===== config.mk =====
export PLATFORM = sky130hd
export DESIGN_NAME = serial_word_comp_flat
export DESIGN_NICKNAME = d
export VERILOG_FILES = /design/src/rtl/serial_word_comp_pkg.sv /design/src/rtl/serial_word_comp_if.sv /design/src/rtl/serial_word_comp_nib_eq.sv /design/src/rtl/serial_word_comp.sv /design/src/flat_wrapper.sv
export SDC_FILE = /design/constraint.sdc
export NUM_CORES = 1
export LEC_CHECK = 0
export ABC_AREA = 1
export CORE_MARGIN = 4
export CORE_UTILIZATION = 50
export CTS_CLUSTER_DIAMETER = 100
export DETAILED_ROUTE_END_ITERATION = 8
export GPL_ROUTABILITY_DRIVEN = 0
export PLACE_DENSITY = 0.88
export SLEW_MARGIN = 20
export SYNTH_ARGS = -nofsm -noshare
export SYNTH_HDL_FRONTEND = slang
export SYNTH_HIERARCHICAL = 1
export SYNTH_SLANG_ARGS = --single-unit

===== constraint.sdc =====
create_clock -name clk -period 2 [get_ports clk]
set_input_delay 0.3 -clock clk [delete_from_list [all_inputs] [get_ports clk]]
set_output_delay 0.3 -clock clk [all_outputs]
set_load 0.02 [all_outputs]

===== src/rtl/serial_word_comp_pkg.sv =====
// Shared constants, FSM state type and helpers for the serial word comparator.
package serial_word_comp_pkg;

  localparam int NIB_W = 4;
  localparam int CNT_W = 8;
  localparam logic [CNT_W-1:0] CNT_MAX = 8'd255;

  typedef enum logic [1:0] {
    IDLE = 2'd0,
    CMP  = 2'd1,
    DONE = 2'd2
  } state_t;

  // Nibble index width; a single-nibble word still needs a 1-bit index.
  function automatic int idx_width(input int nibs);
    return (nibs > 1) ? $clog2(nibs) : 1;
  endfunction

endpackage


===== src/rtl/serial_word_comp_if.sv =====
// Operand/result handshake bundle for serial_word_comp.
// A transfer happens on a rising clk edge where valid and ready are both 1;
// the source holds valid and its payload stable until that edge, and ready
// never depends combinationally on valid.
interface serial_word_comp_if #(
  parameter int WORD_W = 16
) ();
  localparam int NIBS  = WORD_W / serial_word_comp_pkg::NIB_W;
  localparam int IDX_W = serial_word_comp_pkg::idx_width(NIBS);

  logic                                  in_valid;
  logic                                  in_ready;
  logic [WORD_W-1:0]                     a;
  logic [WORD_W-1:0]                     b;
  logic                                  out_valid;
  logic                                  out_ready;
  logic                                  equal;
  logic [IDX_W-1:0]                      mismatch_idx;
  logic [serial_word_comp_pkg::CNT_W-1:0] match_cnt;

  modport master (
    output in_valid, a, b, out_ready,
    input  in_ready, out_valid, equal, mismatch_idx, match_cnt
  );

  modport slave (
    input  in_valid, a, b, out_ready,
    output in_ready, out_valid, equal, mismatch_idx, match_cnt
  );
endinterface


===== src/rtl/serial_word_comp_nib_eq.sv =====
// Combinational 4-bit equality used by the serial comparator, one nibble per cycle.
module nib_eq
  import serial_word_comp_pkg::*;
(
  input  logic [NIB_W-1:0] a_nib,
  input  logic [NIB_W-1:0] b_nib,
  output logic             eq
);
  assign eq = (a_nib == b_nib);
endmodule


===== src/rtl/serial_word_comp.sv =====
// Nibble-serial equality comparator, LSB nibble first, valid/ready in and out.
// Build option: define SERIAL_WORD_COMP_EARLY_EXIT_EN to stop scanning at the first mismatch.
module serial_word_comp
  import serial_word_comp_pkg::*;
#(
  parameter int WORD_W = 16
) (
  input  logic                clk,
  input  logic                rst_n,
  serial_word_comp_if.slave   bus,
  output state_t              dbg_state
);
  localparam int NIBS  = WORD_W / NIB_W;
  localparam int IDX_W = idx_width(NIBS);
  localparam logic [IDX_W-1:0] LAST_IDX = IDX_W'(NIBS - 1);

  state_t                       state, state_nxt;
  logic [WORD_W-1:0]            a_q, b_q;
  logic [NIBS-1:0][NIB_W-1:0]   a_nibs, b_nibs;
  logic [IDX_W-1:0]             idx_q;
  logic [IDX_W-1:0]             mis_idx_q;
  logic [IDX_W-1:0]             mismatch_idx_q;
  logic [IDX_W-1:0]             first_mis;
  logic                         mis_found_q;
  logic                         eq_acc_q;
  logic                         equal_q;
  logic [CNT_W-1:0]             match_cnt_q;
  logic                         nib_equal;
  logic                         eq_final;
  logic                         cmp_done;
  logic                         accept;
  logic                         handoff;
  logic                         in_ready_c;
  logic                         out_valid_c;

  assign a_nibs = a_q;
  assign b_nibs = b_q;

  nib_eq u_nib_eq (
    .a_nib (a_nibs[idx_q]),
    .b_nib (b_nibs[idx_q]),
    .eq    (nib_equal)
  );

  always_comb begin
    state_nxt   = state;
    in_ready_c  = 1'b0;
    out_valid_c = 1'b0;
    accept      = 1'b0;
    handoff     = 1'b0;
    eq_final    = eq_acc_q & nib_equal;
    first_mis   = mis_found_q ? mis_idx_q : idx_q;
`ifdef SERIAL_WORD_COMP_EARLY_EXIT_EN
    cmp_done    = (idx_q == LAST_IDX) || !nib_equal;
`else
    cmp_done    = (idx_q == LAST_IDX);
`endif
    case (state)
      IDLE: begin
        in_ready_c = 1'b1;
        if (bus.in_valid) begin
          accept    = 1'b1;
          state_nxt = CMP;
        end
      end
      CMP: begin
        if (cmp_done) state_nxt = DONE;
      end
      DONE: begin
        out_valid_c = 1'b1;
        // in_valid is deliberately not looked at here; acceptance waits for IDLE.
        if (bus.out_ready) begin
          handoff   = 1'b1;
          state_nxt = IDLE;
        end
      end
      default: state_nxt = IDLE;
    endcase
  end

  always_ff @(posedge clk or negedge rst_n) begin
    if (!rst_n) state <= IDLE;
    else        state <= state_nxt;
  end

  always_ff @(posedge clk or negedge rst_n) begin
    if (!rst_n) begin
      a_q            <= '0;
      b_q            <= '0;
      idx_q          <= '0;
      eq_acc_q       <= 1'b0;
      mis_found_q    <= 1'b0;
      mis_idx_q      <= '0;
      equal_q        <= 1'b0;
      mismatch_idx_q <= '0;
      match_cnt_q    <= '0;
    end else begin
      if (accept) begin
        a_q         <= bus.a;
        b_q         <= bus.b;
        idx_q       <= '0;
        eq_acc_q    <= 1'b1;
        mis_found_q <= 1'b0;
        mis_idx_q   <= '0;
      end else if (state == CMP) begin
        eq_acc_q <= eq_final;
        if (!nib_equal && !mis_found_q) begin
          mis_found_q <= 1'b1;
          mis_idx_q   <= idx_q;
        end
        if (cmp_done) begin
          equal_q        <= eq_final;
          // An equal result reports index 0, same as a nibble-0 miss; equal disambiguates.
          mismatch_idx_q <= eq_final ? '0 : first_mis;
        end else begin
          idx_q <= idx_q + 1'b1;
        end
      end
      if (handoff && equal_q && (match_cnt_q != CNT_MAX))
        match_cnt_q <= match_cnt_q + 1'b1;
    end
  end

  assign bus.in_ready     = in_ready_c;
  assign bus.out_valid    = out_valid_c;
  assign bus.equal        = equal_q;
  assign bus.mismatch_idx = mismatch_idx_q;
  assign bus.match_cnt    = match_cnt_q;
  assign dbg_state        = state;

endmodule

===== src/flat_wrapper.sv =====
// flat-port wrapper written by rule: the top's interface ports become plain ports
module serial_word_comp_flat import serial_word_comp_pkg::*;
#(
  parameter int WORD_W = 16
)
  (clk, rst_n, dbg_state, bus_in_valid, bus_a, bus_b, bus_out_ready, bus_in_ready, bus_out_valid, bus_equal, bus_mismatch_idx, bus_match_cnt);
  serial_word_comp_if #(.WORD_W(WORD_W)) bus_i ();
  input  logic clk;
  input  logic rst_n;
  output state_t dbg_state;
  input wire logic [$bits(bus_i.in_valid)-1:0] bus_in_valid;
  input wire logic [$bits(bus_i.a)-1:0] bus_a;
  input wire logic [$bits(bus_i.b)-1:0] bus_b;
  input wire logic [$bits(bus_i.out_ready)-1:0] bus_out_ready;
  output wire logic [$bits(bus_i.in_ready)-1:0] bus_in_ready;
  output wire logic [$bits(bus_i.out_valid)-1:0] bus_out_valid;
  output wire logic [$bits(bus_i.equal)-1:0] bus_equal;
  output wire logic [$bits(bus_i.mismatch_idx)-1:0] bus_mismatch_idx;
  output wire logic [$bits(bus_i.match_cnt)-1:0] bus_match_cnt;
  assign bus_i.in_valid = bus_in_valid;
  assign bus_i.a = bus_a;
  assign bus_i.b = bus_b;
  assign bus_i.out_ready = bus_out_ready;
  assign bus_in_ready = bus_i.in_ready;
  assign bus_out_valid = bus_i.out_valid;
  assign bus_equal = bus_i.equal;
  assign bus_mismatch_idx = bus_i.mismatch_idx;
  assign bus_match_cnt = bus_i.match_cnt;
  serial_word_comp #(.WORD_W(WORD_W)) u_core (.clk(clk), .rst_n(rst_n), .bus(bus_i), .dbg_state(dbg_state));
endmodule

==> impl_metrics.env <==
export IMPL_finalPower_mw=4.16
export IMPL_reg2reg_to="u_core/mis_found_q"
export IMPL_clk_path_buf_depth=2
export IMPL_via_per_inst=4.97
export IMPL_synth_distinct_cells=24
export IMPL_intPower_mw=2.47
export IMPL_rr_worst_depth=10
export IMPL_dpl_hpwl_um=3940
export IMPL_fill_cells=429
export IMPL_fin_tns_setup_ns=0
export IMPL_n_antenna_cell=0
export IMPL_rsz0062_at_grt="false"
export IMPL_critPathKind="reg2out"
export IMPL_top_level_ports=51
export IMPL_layout_common_cells="144 x nand2_1, 51 x dfrtp_1, 49 x clkdlybuf4s50_1"
export IMPL_final_max_slew_viol_count=0
export IMPL_slew_headroom=0.675
export IMPL_fin_skew_ns=0.00648
export IMPL_crit_chain="inv_1, nand2_1, inv_1, clkdlybuf4s50_1"
export IMPL_final_nets=404
export IMPL_hold_violations=0
export IMPL_p_seq_frac=0.419
export IMPL_worst_setup_path_end_kind="primary output"
export IMPL_vdd_drop_max_mv=0.656
export IMPL_chipHeight_um=78.5
export IMPL_ff2ff_setup_slack_ns=0.24
export IMPL_synth_warnings=6
export IMPL_slowest_delay_ns=0.59
export IMPL_clkLatencyLatePin_ns=0.30
export IMPL_grt_antenna_before_repair=0
export IMPL_syn_nets=352
export IMPL_drcViolationCount=0
export IMPL_worst_pin_slew_ns=0.487
export IMPL_cts_tree="done"
export IMPL_min_period_over_period=0.958
export IMPL_cts_num_sinks=51
export IMPL_cts_buffers=5
export IMPL_fmax_mhz=522
export IMPL_synth_cells=314
export IMPL_dieWidth_um=78.5
export IMPL_min_path_type="in2async"
export IMPL_p_comb_frac=0.441
export IMPL_min_period_ns=1.92
export IMPL_synth_seq_cells=51
export IMPL_multiInputGateArea_sq_um=1030
export IMPL_first_iter_violations=84
export IMPL_leakage_nw=1.53
export IMPL_cp_slowest_cell="clkdlybuf4s50_1"
export IMPL_mappedNetlistArea_sq_um=2480
export IMPL_areaGrowthSynthToFinish_pct=24.8
export IMPL_crit_required_ns=1.70
export IMPL_outcome="complete, no violations"
export IMPL_path_clk_slew_ns=0.09
export IMPL_grt_util_all_layers=0.184
export IMPL_final_layout_size_suffix_gt1_frac=0.0738
export IMPL_net_switching_power_mw=1.69
export IMPL_rows=25
export IMPL_syn_area_per_cell_sq_um=7.91
export IMPL_cp_arrival_ns=1.62
export IMPL_crit_fanout=4
export IMPL_root_buffer="clkbuf_8"
export IMPL_synth_seq_area_share=0.514
export IMPL_die_area_sq_um=6160
export IMPL_cap_violations=0
export IMPL_grt_max_degree=34
export IMPL_wl_per_cell_um=12.0
export IMPL_vias=2151
export IMPL_drt_pass1_iterations=4
export IMPL_mostFrequentLayoutCell="nand2_1"
export IMPL_initial_core_util=0.522
export IMPL_routed_wirelength_um=5210
export IMPL_clkPwrFrac=0.141
export IMPL_grt_ovfl_total=0
export IMPL_p_sw_frac=0.406
export IMPL_rr_startpoint="u_core/idx_q[1]"
export IMPL_ant_nets=0
export IMPL_grt_first_pass_wirelength_um=8940
export IMPL_p_per_area_nw_per_um2=1340
export IMPL_timing_final_setup_violations=0
export IMPL_port_buffers=50
export IMPL_htree_levels=2
export IMPL_grt_pass1_vias=2042
export IMPL_ff_latch_area_sq_um=1280
export IMPL_cp_common_cell="inv_1"
export IMPL_startpoint_type="flop"
export IMPL_coreArea_sq_um=4750
synth_stat cells, drive strengths merged:
master / count / area share
o22ai: 8 / 0.020
nand3: 8 / 0.020
o21ai: 30 / 0.065
buf: 10 / 0.038
clkbuf: 1 / 0.0015
xnor2: 3 / 0.011
nor2: 27 / 0.046
dfrtp: 51 / 0.51
inv: 21 / 0.032
ha: 2 / 0.010
a21oi: 1 / 0.0020
nand2: 148 / 0.23
o21a: 1 / 0.0030
xor2: 1 / 0.0035
nand4: 2 / 0.0050
through the flow:
step / utilization / cell area [sq um] / instances / hold slack [ns] / setup slack, ns
after CTS: 0.652 / 3100 / 433 / 0.483 / 0.0753
after global routing: 0.652 / 3100 / 433 / 0.503 / 0.00640
after global placement: 0.632 / 3000 / 425 / 0.285 / 0.286
after floorplan: - / 2480 / 314 / 0.00441 / 0.360
final: 0.652 / 3100 / 433 / 0.483 / 0.0831
after detailed placement: 0.632 / 3000 / 425 / 0.288 / 0.179
logic make-up (layout without fill, tap and decap cells):
kind of cell / count (synthesis) / count (layout) / synth area share
buffers and inverters: 32 / 84 / 0.0710
XOR/XNOR: 4 / 4 / 0.0141
adder cells (fa/ha/maj): 2 / 2 / 0.0101
AO/OA/AOI/OAI: 40 / 40 / 0.0902
flip-flops: 51 / 51 / 0.514
AND/OR/NAND/NOR: 185 / 185 / 0.301
timing repair:
item                                   CTS  global route
gates resized for setup                  0             1
endpoints found under the hold margin   20             0
hold buffers                             1             0
buffers inserted                         0             0
setup endpoints to repair                0             6
flip-flops by register name, summed over array words and instances, names as in the netlist:
register                 count
u_core/a_nibs               16
u_core/b_nibs               16
u_core/bus.match_cnt         8
u_core/bus.mismatch_idx      2
u_core/dbg_state             2
u_core/idx_q                 2
u_core/mis_idx_q             2
u_core/bus.equal             1
u_core/eq_acc_q              1
u_core/mis_found_q           1
power groups by stage:
stage | clock network, mW | logic, mW | registers (mW)
floorplan | 0 | 1.34 | 1.75
global placement | 0 | 1.75 | 1.74
detailed placement | 0 | 1.83 | 1.76
CTS | 0.605 | 1.84 | 1.74
global route | 0.648 | 2.07 | 1.80
finish | 0.585 | 1.83 | 1.74
routing by layer:
| layer | vias to the layer above | track usage | share of wire |
|---|---|---|---|
| li1 | 1081 | - | - |
| met1 | 1002 | 0.217 | 0.43 |
| met2 | 60 | 0.324 | 0.51 |
| met3 | 8 | 0.0436 | 0.051 |
| met4 | 0 | 0.0717 | 0.017 |
| met5 | - | 0 | 0 |
area by class of cell:
| class | instances | share of cell area |
|---|---|---|
| Sequential cell | 51 | 0.412 |
| Clock buffer | 6 | 0.0266 |
| Timing Repair Buffer | 56 | 0.175 |
| Inverter | 21 | 0.0254 |
| Multi-Input combinational cell | 231 | 0.333 |
| Clock inverter | 1 | 0.00161 |
| Tap cell | 67 | 0.0270 |
worst max-delay path, delay by kind of cell (launching register included):
| family | cells | cell delay (ns) |
|---|---|---|
| buffers and inverters | 3 | 0.77 |
| flip-flops | 1 | 0.44 |
| AND/OR/NAND/NOR | 1 | 0.12 |
worst max path at each step:
| stage | from | endpoint | slack (ns) | cells after the start |
|---|---|---|---|---|
| 2_1_floorplan | u_core/idx_q[1] | u_core/mis_idx_q[1] | 0.36 | 13 |
| 3_3_place_gp | u_core/idx_q[1] | u_core/mis_found_q | 0.29 | 9 |
| 3_5_place_dp | u_core/idx_q[1] | u_core/mis_idx_q[1] | 0.18 | 12 |
| 4_1_cts | u_core/dbg_state[0] | bus_out_valid | 0.08 | 4 |
| 5_1_grt | u_core/dbg_state[0] | bus_out_valid | 0.006 | 4 |
| 6_report | u_core/dbg_state[0] | bus_out_valid | 0.08 | 4 |
Note: power is estimated with default switching activity, not from simulation.
==> RTL edit, RTL diff (same flow settings) <==
Register the output `dbg_state` once more; this adds one clock of latency there. The other outputs are not delayed to match.
--- a/src/rtl/serial_word_comp.sv
+++ b/src/rtl/serial_word_comp.sv
@@ -128,3 +128,5 @@
   assign bus.match_cnt    = match_cnt_q;
-  assign dbg_state        = state;
+  always_ff @(posedge clk) begin
+    dbg_state <= state;
+  end
 
Function: changed (Yosys sat finds a counterexample within 4 cycles, from zero or initial values and one cycle with rst_n low).
==> RTL edit against the unedited design <==
- sequential cell count up 2
- synthesized cell count is the same
- area after synthesis increased by 1.4%
- wire length down 1.7%
- critical path depth stayed put
- total power increased by 2.6%
- setup slack improved by 64 ps
- design area up 1.6%
- critical endpoint unchanged
- largest cell class unchanged
- largest power group unchanged
==> RTL edit: results (changes against the unedited design) <==
[metrics] result of the run: finished clean
[metrics] sequential group power: 1.79 mW (+3%)
[metrics] nets@finish: 403 (-0.25%)
[metrics] setup violators final: 0 (unchanged)
[metrics] Filler Cells Inserted: 400 (-6.8%)
[metrics] iteration-0 DRC count of the detailed router: 109 (+30%)
[metrics] most common library cells after synthesis: nand2_1, dfrtp_1, nor2_1
[metrics] share of flip-flops with an asynchronous set or reset after synthesis: 96.23% (-3.8 points)
[metrics] first-pass GRT wire length: 8.438 mm (-5.6%)
[metrics] internal power component: 2.554 mW (+3.4%)
[metrics] flops & latches, synth: 53 (+3.9%)
[metrics] top cells by area in the synthesized netlist: dfrtp_1, nand2_1, o21ai_0, nor2_1, inv_1
[metrics] number of placed instances, taps included: 424 (-0.24%)
[metrics] ClkCell Share: 2.861% (+0.036 points)
[metrics] cell area after placement: 3049 um2 (+1.5%)
[metrics] number of buffers on the longest clock path: 2 (unchanged)
[metrics] type of the worst min-delay path: reg2reg
[metrics] average cell area after synthesis: 8.017 um2 (+1.4%)
[metrics] share of cell area taken by flip-flops and latches: 41.80% (+0.63 points)
[metrics] number of clock buffers in the layout: 8 (+2)
[metrics] Non-clock inverters: 23 (+9.5%)
[metrics] post-synthesis compound-gate area fraction: 8.698% (-0.32 points)
[metrics] number of detailed-route iterations in the first pass: 4 (unchanged)
[metrics] worst supply voltage drop on vdd: 0.0008056 V (+23%)
[metrics] post-synth cell types: 25 (+4.2%)
[metrics] Synth Area in Adders: 0.9940% (-0.014 points)
[metrics] Wirelength per Cell: 11.83 um (-1.7%)
[metrics] slew at the pin closest to its max-slew limit: 513.2 ps (+26.05 ps)
[metrics] share of final layout cell area taken by non-clock buffers: 17.40% (-0.11 points)
[metrics] via count of the first global-routing pass: 2,041 (-0.049%)
[metrics] pin count of the biggest net entering global routing: 38 (+12%)
[metrics] sequential area share after synthesis: 52.29% (+0.90 points)
[metrics] xor and xnor area share after synthesis: 1.740% (+0.33 points)
[metrics] multi-input gates: 227 (-1.7%)
[metrics] H-tree Lvls: 2 (unchanged)
[metrics] P_leak: 1.548 nW (+1.2%)
[metrics] fraction of area in multi-input gates: 32.54% (-0.71 points)
[metrics] switching component of the power: 1.713 mW (+1.6%)
[metrics] total detailed-routing wirelength: 5.123 mm (-1.7%)
[metrics] Repair and plain buffers: 55 (-1.8%)
[metrics] vias per std cell: 4.903 (-1.3%)
[metrics] Critical Path AT: 1550 ps (-70 ps)
[metrics] Setup Skew: 7.274 ps (+0.7891 ps)
[metrics] portion of total power attributed to the clock network: 14.2%
[metrics] Post-Place Setup Slack: 247.9 ps (+69.21 ps)
[metrics] overall track demand over capacity in global routing: 16.88% (-1.5 points)
[metrics] dpl hpwl: 3.754 mm (-4.8%)
RTL edit: per-layer routing:
metal  global-route usage (%)  share of wire [%]  vias up
met5                        0                  0        -
met4                    5.326               0.16        0
li1                         -                  -     1076
met1                    19.97                 41      969
met3                    4.308                8.3        2
met2                    30.05                 51       76
RTL edit: path summary, 6_finish.rpt:
check                                            start                                   to  slack, ps  cells after the start
setup reg to reg           u_core/idx_q[0]$_DFFE_PN0P_      u_core/mis_idx_q[0]$_DFFE_PN0P_        190                     12
min in group asynchronous                        rst_n  u_core/bus.match_cnt[6]$_DFFE_PN0P_        500                      2
setup / recovery           u_core/state[0]$_DFFE_PN0P_                        bus_out_valid        150                      4
hold / removal             u_core/state[1]$_DFFE_PN0P_          u_core/dbg_state[1]$_DFF_P_        440                      0
max in group asynchronous                        rst_n         u_core/a_nibs[1]$_DFFE_PN0P_        980                      3
hold reg to reg            u_core/state[1]$_DFFE_PN0P_          u_core/dbg_state[1]$_DFF_P_        440                      0
